## src/rtl/brk_pkg.sv

```systemverilog
// Shared types for the brick-breaker engine: game states and signed ball direction.
package brk_pkg;

  typedef enum logic [1:0] {HELD, FLY, GAMEOVER, CLEARED} state_t;

  typedef logic signed [1:0] dir_t;

  localparam dir_t DIR_NEG  = 2'sb11;
  localparam dir_t DIR_ZERO = 2'sb00;
  localparam dir_t DIR_POS  = 2'sb01;

endpackage

```

## src/rtl/breakout_engine_bcd.sv

```systemverilog
// Saturating BCD up-counter for the game score; sticks at all-9s, clr has priority over inc.
module bcd_sat_counter #(
  parameter int DIGITS = 2
) (
  input  logic                  buttonclk,
  input  logic                  reset,
  input  logic                  inc_i,
  input  logic                  clr_i,
  output logic [4*DIGITS-1:0]   bcd_o
);

  logic [4*DIGITS-1:0] bcd_q, bcd_d;

  always_comb begin
    logic carry;
    logic all9;
    bcd_d = bcd_q;
    carry = 1'b1;
    all9  = 1'b1;
    for (int i = 0; i < DIGITS; i++) begin
      if (bcd_q[4*i +: 4] != 4'd9) all9 = 1'b0;
    end
    if (clr_i) begin
      bcd_d = '0;
    end else if (inc_i && !all9) begin
      for (int i = 0; i < DIGITS; i++) begin
        if (carry) begin
          if (bcd_q[4*i +: 4] == 4'd9) begin
            bcd_d[4*i +: 4] = 4'd0;
          end else begin
            bcd_d[4*i +: 4] = bcd_q[4*i +: 4] + 4'd1;
            carry = 1'b0;
          end
        end
      end
    end
  end

  always_ff @(posedge buttonclk) begin
    if (reset) bcd_q <= '0;
    else       bcd_q <= bcd_d;
  end

  assign bcd_o = bcd_q;

endmodule

```

## src/rtl/breakout_engine.sv

```systemverilog
// Brick-breaker engine: paddle, ball, brick field, lives and BCD score on a COLS x ROWS grid.
// Optional BRK_SPEEDUP_EN: ball step period shrinks by one every SPEEDUP_EVERY bricks cleared.
module breakout_engine
  import brk_pkg::*;
#(
  parameter int COLS          = 8,
  parameter int ROWS          = 8,
  parameter int BRICK_ROWS    = 2,
  parameter int PAD_W         = 3,
  parameter int LIVES         = 3,
  parameter int STEP_DIV      = 3,
  parameter int SCORE_DIGITS  = 2,
  parameter int SPEEDUP_EVERY = 4
) (
  input  logic                           buttonclk,
  input  logic                           reset,
  input  logic                           start,
  input  logic                           left,
  input  logic                           right,
  input  logic                           throw,
  input  logic                           serve,
  output logic [$clog2(COLS)-1:0]        pad_x,
  output logic [$clog2(COLS)-1:0]        ball_x,
  output logic [$clog2(ROWS)-1:0]        ball_y,
  output logic [BRICK_ROWS*COLS-1:0]     bricks,
  output logic [$clog2(LIVES+1)-1:0]     lives,
  output logic [4*SCORE_DIGITS-1:0]      score_bcd,
  output logic                           held,
  output logic                           game_over,
  output logic                           cleared
);

  localparam int XW    = $clog2(COLS);
  localparam int YW    = $clog2(ROWS);
  localparam int LW    = $clog2(LIVES + 1);
  localparam int NB    = BRICK_ROWS * COLS;
  localparam int NBW   = (NB > 1) ? $clog2(NB) : 1;
  localparam int BROW0 = ROWS - BRICK_ROWS;
  localparam int CW    = (STEP_DIV > 1) ? $clog2(STEP_DIV) : 1;
  localparam logic [XW-1:0] PAD_MAX  = XW'(COLS - PAD_W);
  localparam logic [XW-1:0] PAD_HALF = XW'(PAD_W / 2);
  localparam logic [XW-1:0] PAD_RST  = XW'((COLS - PAD_W) / 2);

  if (PAD_W < 3 || PAD_W % 2 == 0 || LIVES < 1 || STEP_DIV < 1 || SPEEDUP_EVERY < 1) begin : g_param_check
    $error("breakout_engine: invalid parameter set");
  end

  state_t           state_q, state_d;
  logic [XW-1:0]    pad_q, pad_d, bx_q, bx_d;
  logic [YW-1:0]    by_q, by_d;
  dir_t             dx_q, dx_d, dy_q, dy_d;
  logic [CW-1:0]    cnt_q, cnt_d, period_m1;
  logic [NB-1:0]    bricks_q, bricks_d, bricks_clr;
  logic [LW-1:0]    lives_q, lives_d;
  logic             score_inc, score_clr;

  logic [XW-1:0]    pad_mv, tx;
  logic [YW-1:0]    ty;
  dir_t             ndx, ndy;
  logic [NBW-1:0]   bidx;
  logic             hit_brick, on_pad;

`ifdef BRK_SPEEDUP_EN
  localparam int HMAX = STEP_DIV * SPEEDUP_EVERY;
  localparam int HW   = $clog2(HMAX + 1);
  logic [HW-1:0] hits_q, hits_d;
  int            slow;

  always_comb begin
    slow      = int'(hits_q) / SPEEDUP_EVERY;
    period_m1 = (slow >= STEP_DIV - 1) ? '0 : CW'(STEP_DIV - 1 - slow);
  end
`else
  assign period_m1 = CW'(STEP_DIV - 1);
`endif

  always_comb begin
    state_d   = state_q;
    pad_d     = pad_q;
    bx_d      = bx_q;
    by_d      = by_q;
    dx_d      = dx_q;
    dy_d      = dy_q;
    cnt_d     = cnt_q;
    bricks_d  = bricks_q;
    lives_d   = lives_q;
    score_inc = 1'b0;
    score_clr = 1'b0;
`ifdef BRK_SPEEDUP_EN
    hits_d    = hits_q;
`endif

    pad_mv = pad_q;
    if (left && !right && pad_q != '0)          pad_mv = pad_q - XW'(1);
    else if (right && !left && pad_q < PAD_MAX) pad_mv = pad_q + XW'(1);

    // Walls and ceiling reflect before the brick/paddle look-ahead.
    ndx = dx_q;
    ndy = dy_q;
    if ((bx_q == '0 && dx_q == DIR_NEG) || (bx_q == XW'(COLS - 1) && dx_q == DIR_POS)) ndx = -dx_q;
    if (by_q == YW'(ROWS - 1) && dy_q == DIR_POS) ndy = DIR_NEG;

    tx   = XW'(int'(bx_q) + int'(ndx));
    ty   = YW'(int'(by_q) + int'(ndy));
    bidx = NBW'((int'(ty) - BROW0) * COLS + int'(tx));
    hit_brick = 1'b0;
    if (int'(ty) >= BROW0) hit_brick = bricks_q[bidx];
    bricks_clr       = bricks_q;
    bricks_clr[bidx] = 1'b0;
    on_pad = (bx_q >= pad_q) && (bx_q <= pad_q + XW'(PAD_W - 1));

    if (start) begin
      unique case (state_q)
        HELD: begin
          pad_d = pad_mv;
          bx_d  = pad_mv + PAD_HALF;
          by_d  = YW'(1);
          if (throw) begin
            state_d = FLY;
            dx_d    = DIR_ZERO;
            dy_d    = DIR_POS;
            cnt_d   = '0;
          end
        end
        FLY: begin
          pad_d = pad_mv;
          if (cnt_q >= period_m1) begin
            cnt_d = '0;
            dx_d  = ndx;
            dy_d  = ndy;
            if (hit_brick) begin
              bricks_d  = bricks_clr;
              score_inc = 1'b1;
              dy_d      = -ndy;
`ifdef BRK_SPEEDUP_EN
              if (hits_q != HW'(HMAX)) hits_d = hits_q + HW'(1);
`endif
              if (bricks_clr == '0) state_d = CLEARED;
            end else if (by_q == YW'(1) && ndy == DIR_NEG) begin
              if (on_pad) begin
                dy_d = DIR_POS;
                by_d = YW'(2);
                if (bx_q == pad_q)                            dx_d = DIR_NEG;
                else if (bx_q == pad_q + XW'(PAD_W - 1))      dx_d = DIR_POS;
              end else begin
                lives_d = lives_q - LW'(1);
                dx_d    = DIR_ZERO;
                dy_d    = DIR_POS;
                if (lives_q == LW'(1)) begin
                  state_d = GAMEOVER;
                end else begin
                  state_d = HELD;
                  bx_d    = pad_mv + PAD_HALF;
                  by_d    = YW'(1);
                end
              end
            end else begin
              bx_d = tx;
              by_d = ty;
            end
          end else begin
            cnt_d = cnt_q + CW'(1);
          end
        end
        GAMEOVER, CLEARED: begin
          if (serve) begin
            state_d  = HELD;
            bricks_d = '1;
            bx_d     = pad_q + PAD_HALF;
            by_d     = YW'(1);
            dx_d     = DIR_ZERO;
            dy_d     = DIR_POS;
            cnt_d    = '0;
            if (state_q == GAMEOVER) begin
              lives_d   = LW'(LIVES);
              score_clr = 1'b1;
`ifdef BRK_SPEEDUP_EN
              hits_d    = '0;
`endif
            end
          end
        end
      endcase
    end
  end

  always_ff @(posedge buttonclk) begin
    if (reset) begin
      state_q  <= HELD;
      pad_q    <= PAD_RST;
      bx_q     <= PAD_RST + PAD_HALF;
      by_q     <= YW'(1);
      dx_q     <= DIR_ZERO;
      dy_q     <= DIR_POS;
      cnt_q    <= '0;
      bricks_q <= '1;
      lives_q  <= LW'(LIVES);
`ifdef BRK_SPEEDUP_EN
      hits_q   <= '0;
`endif
    end else begin
      state_q  <= state_d;
      pad_q    <= pad_d;
      bx_q     <= bx_d;
      by_q     <= by_d;
      dx_q     <= dx_d;
      dy_q     <= dy_d;
      cnt_q    <= cnt_d;
      bricks_q <= bricks_d;
      lives_q  <= lives_d;
`ifdef BRK_SPEEDUP_EN
      hits_q   <= hits_d;
`endif
    end
  end

  bcd_sat_counter #(.DIGITS(SCORE_DIGITS)) u_score (
    .buttonclk (buttonclk),
    .reset     (reset),
    .inc_i     (score_inc),
    .clr_i     (score_clr),
    .bcd_o     (score_bcd)
  );

  assign pad_x     = pad_q;
  assign ball_x    = bx_q;
  assign ball_y    = by_q;
  assign bricks    = bricks_q;
  assign lives     = lives_q;
  assign held      = (state_q == HELD);
  assign game_over = (state_q == GAMEOVER);
  assign cleared   = (state_q == CLEARED);

endmodule

```

## config.mk

```make
export PLATFORM = sky130hd
export DESIGN_NAME = breakout_engine
export DESIGN_NICKNAME = d
export VERILOG_FILES = /design/src/rtl/brk_pkg.sv /design/src/rtl/breakout_engine_bcd.sv /design/src/rtl/breakout_engine.sv
export SDC_FILE = /design/constraint.sdc
export NUM_CORES = 1
export LEC_CHECK = 0
export ABC_AREA = 1
export ABC_CLOCK_PERIOD_IN_PS = 8400
export CORE_UTILIZATION = 50
export CTS_CLUSTER_SIZE = 40
export DETAILED_ROUTE_END_ITERATION = 10
export PLACE_DENSITY = 0.74
export REMOVE_ABC_BUFFERS = 1
export SETUP_SLACK_MARGIN = 0.3
export SLEW_MARGIN = 10
export SYNTH_ARGS = -nofsm -noshare
export SYNTH_HDL_FRONTEND = slang
export SYNTH_SLANG_ARGS = --single-unit
export TNS_END_PERCENT = 10
```

## constraint.sdc

```tcl
create_clock -name buttonclk -period 8.4 [get_ports buttonclk]
set_input_delay 2.1 -clock buttonclk [delete_from_list [all_inputs] [get_ports buttonclk]]
set_output_delay 2.1 -clock buttonclk [all_outputs]
set_load 0.02 [all_outputs]
```

# [Word level (Yosys, flattened, before mapping)]
# Index checks and enable logic that the tools add are counted.
[totals] regBits=43 in_bits=7 out_inout_bits=38 word_cells=170
[classes] n_addsub=14 magnitude_cmp=7 eq_ne=31 mux=73 n_bitwise=2 reduce_logical=32
[op_table] operator="$mux 2" n=28
[op_table] operator="$mux 16" n=3
[op_table] operator="$mux 3" n=14
[op_table] operator="$pmux 16 s2" n=1
[op_table] operator="$pmux 2 s3" n=4
[op_table] operator="$pmux 3 s3" n=2
[op_table] operator="$and 16x16->16" n=1
[op_table] operator="$logic_not 16->1" n=1
[op_table] operator="$mux 1" n=16
[op_table] operator="$ne 2x2->1 const B" n=8
[op_table] operator="$not 16->16" n=1
[op_table] operator="$ne 3x3->1 const B" n=5
[op_table] operator="$ne 4x4->1 const B" n=3
[op_table] operator="$logic_and 1x1->1" n=11
[op_table] operator="$reduce_and 5->1" n=2
[op_table] operator="$add 4x1->4 const B" n=2
[op_table] operator="$eq 2x1->1 const B" n=4
[op_table] operator="$eq 2x2->1 const B" n=4
[op_table] operator="$eq 4x4->1 const B" n=2
[op_table] operator="$mux 4" n=2
[op_table] operator="$reduce_and 8->1" n=1
[op_table] operator="$reduce_and 7->1" n=1
[op_table] operator="$add 3x1->3 const B" n=2
[op_table] operator="$add 3x2->3" n=2
[op_table] operator="31 further kinds" n=39

# [Longest topological paths before layout]
[logic_depth] ltp_word=17 depth_mapped=25 depth_no_buf=25

# [Modules after synthesis]
# From an unflattened synthesis, not the netlist that was laid out.
[hier_totals] cells_unflattened=468 area_unflattened_um2=3205.6
[modules_own_cells] mod="breakout_engine" n_inst=1 cells_per_inst=407 area_each_um2=2772.7 seq_area_each_um2=700.7
[modules_own_cells] mod="bcd_sat_counter" n_inst=1 cells_per_inst=61 area_each_um2=432.9 seq_area_each_um2=160.2

# [Worst setup path after synthesis]
# Ideal clock, no wire load.
[synth_timing] kind="input to register" start="in right" end="reg bx_q[2], in the netlist ball_x[2]" setup_time_ns=0.132 arrival_time_ns=3.303 t_required_ns=8.268 path_slack_ns=4.965 path_stages=11 path_buffers=0 cell_sequence="inv_1 -> nor2_1 -> nand2_1 -> nand2_1 -> xor2_1 -> inv_1 -> ha_1 -> xor2_1 -> a22o_1 -> nand2_1 -> a21oi_1"
[synth_via] elab_chain_len=11 elab_cells_between_ends=14
[synth_rtl] element="start: declaration" line="breakout_engine.sv:19" source="input logic right,"
[synth_rtl] element="$logic_and 1x1->1 or $logic_not 1->1 (tied branches)" line="breakout_engine.sv:95, breakout_engine.sv:94"
[synth_rtl] element="$logic_and 1x1->1 (on tied branches)" line="breakout_engine.sv:95, breakout_engine.sv:94"
[synth_rtl] element="$mux 3 or $logic_and 1x1->1 (tied branches)" line="breakout_engine.sv:95, breakout_engine.sv:94"
[synth_rtl] element="$mux 3 (*)" line="breakout_engine.sv:94" source="if (left && !right && pad_q != '0) pad_mv = pad_q - XW'(1);"
[synth_rtl] element="named net pad_mv[0]" line="breakout_engine.sv:57" source="logic [XW-1:0] pad_mv, tx;"
[synth_rtl] element="$add 3x1->3 (*)" line="breakout_engine.sv:116, breakout_engine.sv:153"
[synth_rtl] element="$mux 3" line="breakout_engine.sv:149" source="if (lives_q == LW'(1)) begin"
[synth_rtl] element="$mux 3" line="breakout_engine.sv:140" source="if (on_pad) begin"
[synth_rtl] element="$mux 3" line="breakout_engine.sv:139" source="end else if (by_q == YW'(1) && ndy == DIR_NEG) begin"
[synth_rtl] element="$mux 3" line="breakout_engine.sv:131" source="if (hit_brick) begin"
[synth_rtl] element="$mux 3" line="breakout_engine.sv:127" source="if (cnt_q >= period_m1) begin"
[synth_rtl] element="$pmux 3 s3 (*)" line="breakout_engine.sv:113" source="unique case (state_q)"
[synth_rtl] element="end signal: assignment" line="breakout_engine.sv:191" source="bx_q <= PAD_RST + PAD_HALF;"
[synth_rtl] element="end: declaration" line="breakout_engine.sv:49" source="logic [XW-1:0] pad_q, pad_d, bx_q, bx_d;"
# Mark *: on every way through the listed nets, which the timed path passes. The rest lies on a longest branch. The select of a mux whose other input is x is not followed.
# A chain may end at the register's enable or synchronous reset.

# [Worst setup path after layout]
[layout_timing] start="reg dx_q[1]" end="reg bricks_q[15], in the netlist bricks[15]"
[layout_via] elab_chain_len=15 elab_cells_between_ends=24
[layout_rtl] element="start: declaration" line="breakout_engine.sv:51" source="dir_t dx_q, dx_d, dy_q, dy_d;"
[layout_rtl] element="start signal: assignment" line="breakout_engine.sv:193" source="dx_q <= DIR_ZERO;"
[layout_rtl] element="start signal: assignment" line="breakout_engine.sv:206" source="dx_q <= dx_d;"
[layout_rtl] element="$eq 2x1->1 or $eq 2x2->1 (tied branches)" line="breakout_engine.sv:100" source="if ((bx_q == '0 && dx_q == DIR_NEG) || (bx_q == XW'(COLS - 1) && dx_q == DIR_POS)) ndx = -dx_q;"
[layout_rtl] element="$logic_and 1x1->1" line="breakout_engine.sv:100"
[layout_rtl] element="$logic_or 1x1->1" line="breakout_engine.sv:100"
[layout_rtl] element="$mux 2 (*)" line="breakout_engine.sv:100"
[layout_rtl] element="$add 3x2->3 (*)" line="breakout_engine.sv:103" source="tx = XW'(int'(bx_q) + int'(ndx));"
[layout_rtl] element="$add 4x4->4 (*)" line="breakout_engine.sv:105" source="bidx = NBW'((int'(ty) - BROW0) * COLS + int'(tx));"
[layout_rtl] element="$lt 4x5->1 (implied by the code) or $ge 4x1->1 (tied branches)" line="breakout_engine.sv:109" source="bricks_clr[bidx] = 1'b0;"
[layout_rtl] element="$logic_and 1x1->1 (implied by the code)" line="breakout_engine.sv:109"
[layout_rtl] element="$mux 1 (implied by the code)" line="breakout_engine.sv:109"
[layout_rtl] element="$demux 1 s4" line="breakout_engine.sv:109"
[layout_rtl] element="$not 16->16 (no source line)"
[layout_rtl] element="$and 16x16->16 (no source line)"
[layout_rtl] element="$mux 16" line="breakout_engine.sv:131"
[layout_rtl] element="$mux 16" line="breakout_engine.sv:127"
[layout_rtl] element="$pmux 16 s2" line="breakout_engine.sv:113"
[layout_rtl] element="end signal: assignment" line="breakout_engine.sv:209" source="bricks_q <= bricks_d;"
[layout_rtl] element="end: declaration" line="breakout_engine.sv:53" source="logic [NB-1:0] bricks_q, bricks_d, bricks_clr;"
# Mark *: on every way between the ends. The rest lies on a longest branch, timed or not. The select of a mux whose other input is x is not followed.

==> results.toml <==
[synthesis]
synth-seq-area-share = 0.281
synthAdderAreaFrac = 0.0989
synth_common_cells = "85 x nand2_1, 60 x inv_1, 57 x a21oi_1"
yosysWarnings = 0
synth_top_family_by_area = "simple AND/OR/NAND/NOR gates"
syn-instance-count = 456
synth_xor_area_frac = 0.0286
synth.avg_cell_area_um2 = 6.72
yosysTopAreaCellShare = 0.281
synth_compound_area_frac = 0.215
synth-seq-cells = 43
synthMuxAreaShare = 0
synth_area_leaders = "dfxtp_1 28%, nand2_1 10%, a21oi_1 9.3%"
yosysMostFrequentCell = "nand2_1"
synth_edf_count = 0
yosysUniqueCellTypes = 37
synthArstFlopShare = 0
syn_area_um2 = 3060
synth_top_area_cell = "dfxtp_1"
synth-simple-area-share = 0.275
synthFlopType = "dfxtp_1"

[floorplan]
die_width_um = 80.3
dieArea_um2 = 6440
ioPinCount = 45
coreArea_um2 = 5920
die_h_um = 80.3
start_util = 0.517
rows = 28

[drt]
drtPass1Iterations = 6
viasPerCell = 5.51
postRouteAntennaNets = 0
routed_wirelength_um = 7870
drcViolationCount = 0
vias = 3156
drt-initial-drc-count = 220
wire_per_inst_um = 13.7

[sta]
slew_headroom = 0.325
layout_worst_path_cycle_share = 0.486
hold_violations = 0
setup_tns_ns = 0
skew_ns = 0.00481
period_needed_ns = 4.08
setup_viol = 0
rsz0062_at_grt = "false"
worstMarginPinSlew_ns = 1.01
maxSlewViolCount = 0
fmax_mhz = 245

[final_layout]
layout.nets = 527
antennaDiodeCount = 0
fill_cells = 581
syn2layout_area_growth_pct = 19.1
drive_above_1_share = 0.0622
stdcell_area_um2 = 3650
seqCellArea_um2 = 861
finish.utilization = 0.616
multi_input_area_um2 = 1890

[clock_network]
cts_setup_buffers = 0
numCtsBuffers = 5
cts_tree = "built"
htree_levels = 2
cts_buffer_depth = 2
insertion_delay_ns = 0.30
cts_hold_buf = 0
cts.sinks = 43
cts_resized = 0
cts-root-buf = "clkbuf_8"
path_clk_slew_ns = 0.08

[power]
power_per_cell_area_nw_per_um2 = 391
power.leakage_nw = 1.71
vdd_drop_max_mv = 0.179

[grt]
grt_start_max_net_pins = 31
grt_pass1_vias = 2772
use_met1 = 0.375
use_met2 = 0.398
grt_pass1_wl_um = 13100
grt-busiest-layer = "met2"
grtUsageTotal = 0.261
gr-total-overflow = 0
grt_use_met3 = 0.0455
antenna_found_initial = 0

[outcome]
outcome = "completed"

[job]
drv_cap = 0

[critical_path]
crit_fanout = 30
crit_type = "reg2reg"
crit_path_end_kind = "flip-flop"
crit_required_ns = 8.54
arrival_ns = 4.22
worstSetupStartpointType = "flip-flop"

[place]
routabilityCongestion = 0.897
placed_area_um2 = 3550
hpwl_um = 5900
io_buffer_count = 44

[hold_path]
hp-class = "reg2reg"
layout by cell type (no fill, tap or decap), types with 21 or more instances in the layout:
cell / synthesis / final
dfxtp_1: 43 / 43
nand3_1: 29 / 29
nand2_1: 85 / 85
nor2_1: 41 / 41
inv_1: 60 / 60
o21ai_0: 32 / 32
clkdlybuf4s50_1: 0 / 44
ha_1: 21 / 21
a21oi_1: 57 / 57
stage by stage:
step                      worst slack, ns  power [mW]  hold slack (ns)  cells
after global placement               4.41        1.25            0.458    565
after global routing                 3.90        1.56            0.512    573
after CTS                            4.40        1.42            0.486    573
final                                4.32        1.43            0.491    573
after detailed placement             4.37        1.27            0.475    565
after floorplan                      4.98       0.979            0.434    445
layout make-up:
type | instances | area share
multi-input cells | 335 | 0.519
flip-flops and latches | 43 | 0.236
repair buffers | 45 | 0.123
inverters | 67 | 0.0696
clock buffers | 8 | 0.0274
well taps | 75 | 0.0257
logic make-up (layout without fill, tap and decap cells):
| logic type | after synthesis | count (layout) |
|---|---|---|
| adder cells (fa/ha/maj) | 23 | 23 |
| AND/OR/NAND/NOR | 183 | 183 |
| XOR/XNOR | 10 | 10 |
| flip-flops | 43 | 43 |
| buffers and inverters | 78 | 120 |
| AO/OA/AOI/OAI | 119 | 119 |
layer usage:
metal / up-vias / wire length [µm]
met2: 98 / 3420
met5: - / 0
met3: 17 / 430
met1: 1441 / 3900
met4: 0 / 112
li1: 1600 / -
registers in the layout, summed over array words and instances, names as in the netlist:
name / flops
bricks: 16
u_score.bcd_o: 8
ball_x: 3
ball_y: 3
pad_x: 3
cnt_q: 2
dx_q: 2
dy_q: 2
lives: 2
state_q: 2
final timing paths:
| check | start | to | slack, ns | depth (start not counted) |
|---|---|---|---|---|
| worst min register to register | dy_q[1] | dy_q[1] | 0.49 | 2 |
| worst min-delay path | dy_q[1] | dy_q[1] | 0.49 | 2 |
| worst max-delay path | dx_q[1] | bricks[15] | 4.32 | 18 |
| worst max register to register | dx_q[1] | bricks[15] | 4.32 | 18 |
critical path, stage by stage (launching register included):
cell	delay, ns
dfxtp_1	0.40
inv_1	0.09
ha_1	0.18
nand2_1	0.07
inv_2	0.04
nand2_4	0.07
nand3_2	0.09
nand2_1	0.11
inv_1	0.07
fa_1	0.53
nor2_1	0.45
inv_1	0.15
o22ai_1	0.15
nor2_1	0.06
nand3b_1	0.21
nand3_2	0.17
nor2_8	0.06
o21ai_2	0.77
o21ai_0	0.25
power by group:
group	switching, mW	internal (mW)
registers	0.0889	0.267
clock network	0.0716	0.0751
logic	0.581	0.343
No activity file was read; power rests on OpenSTA's default activity.
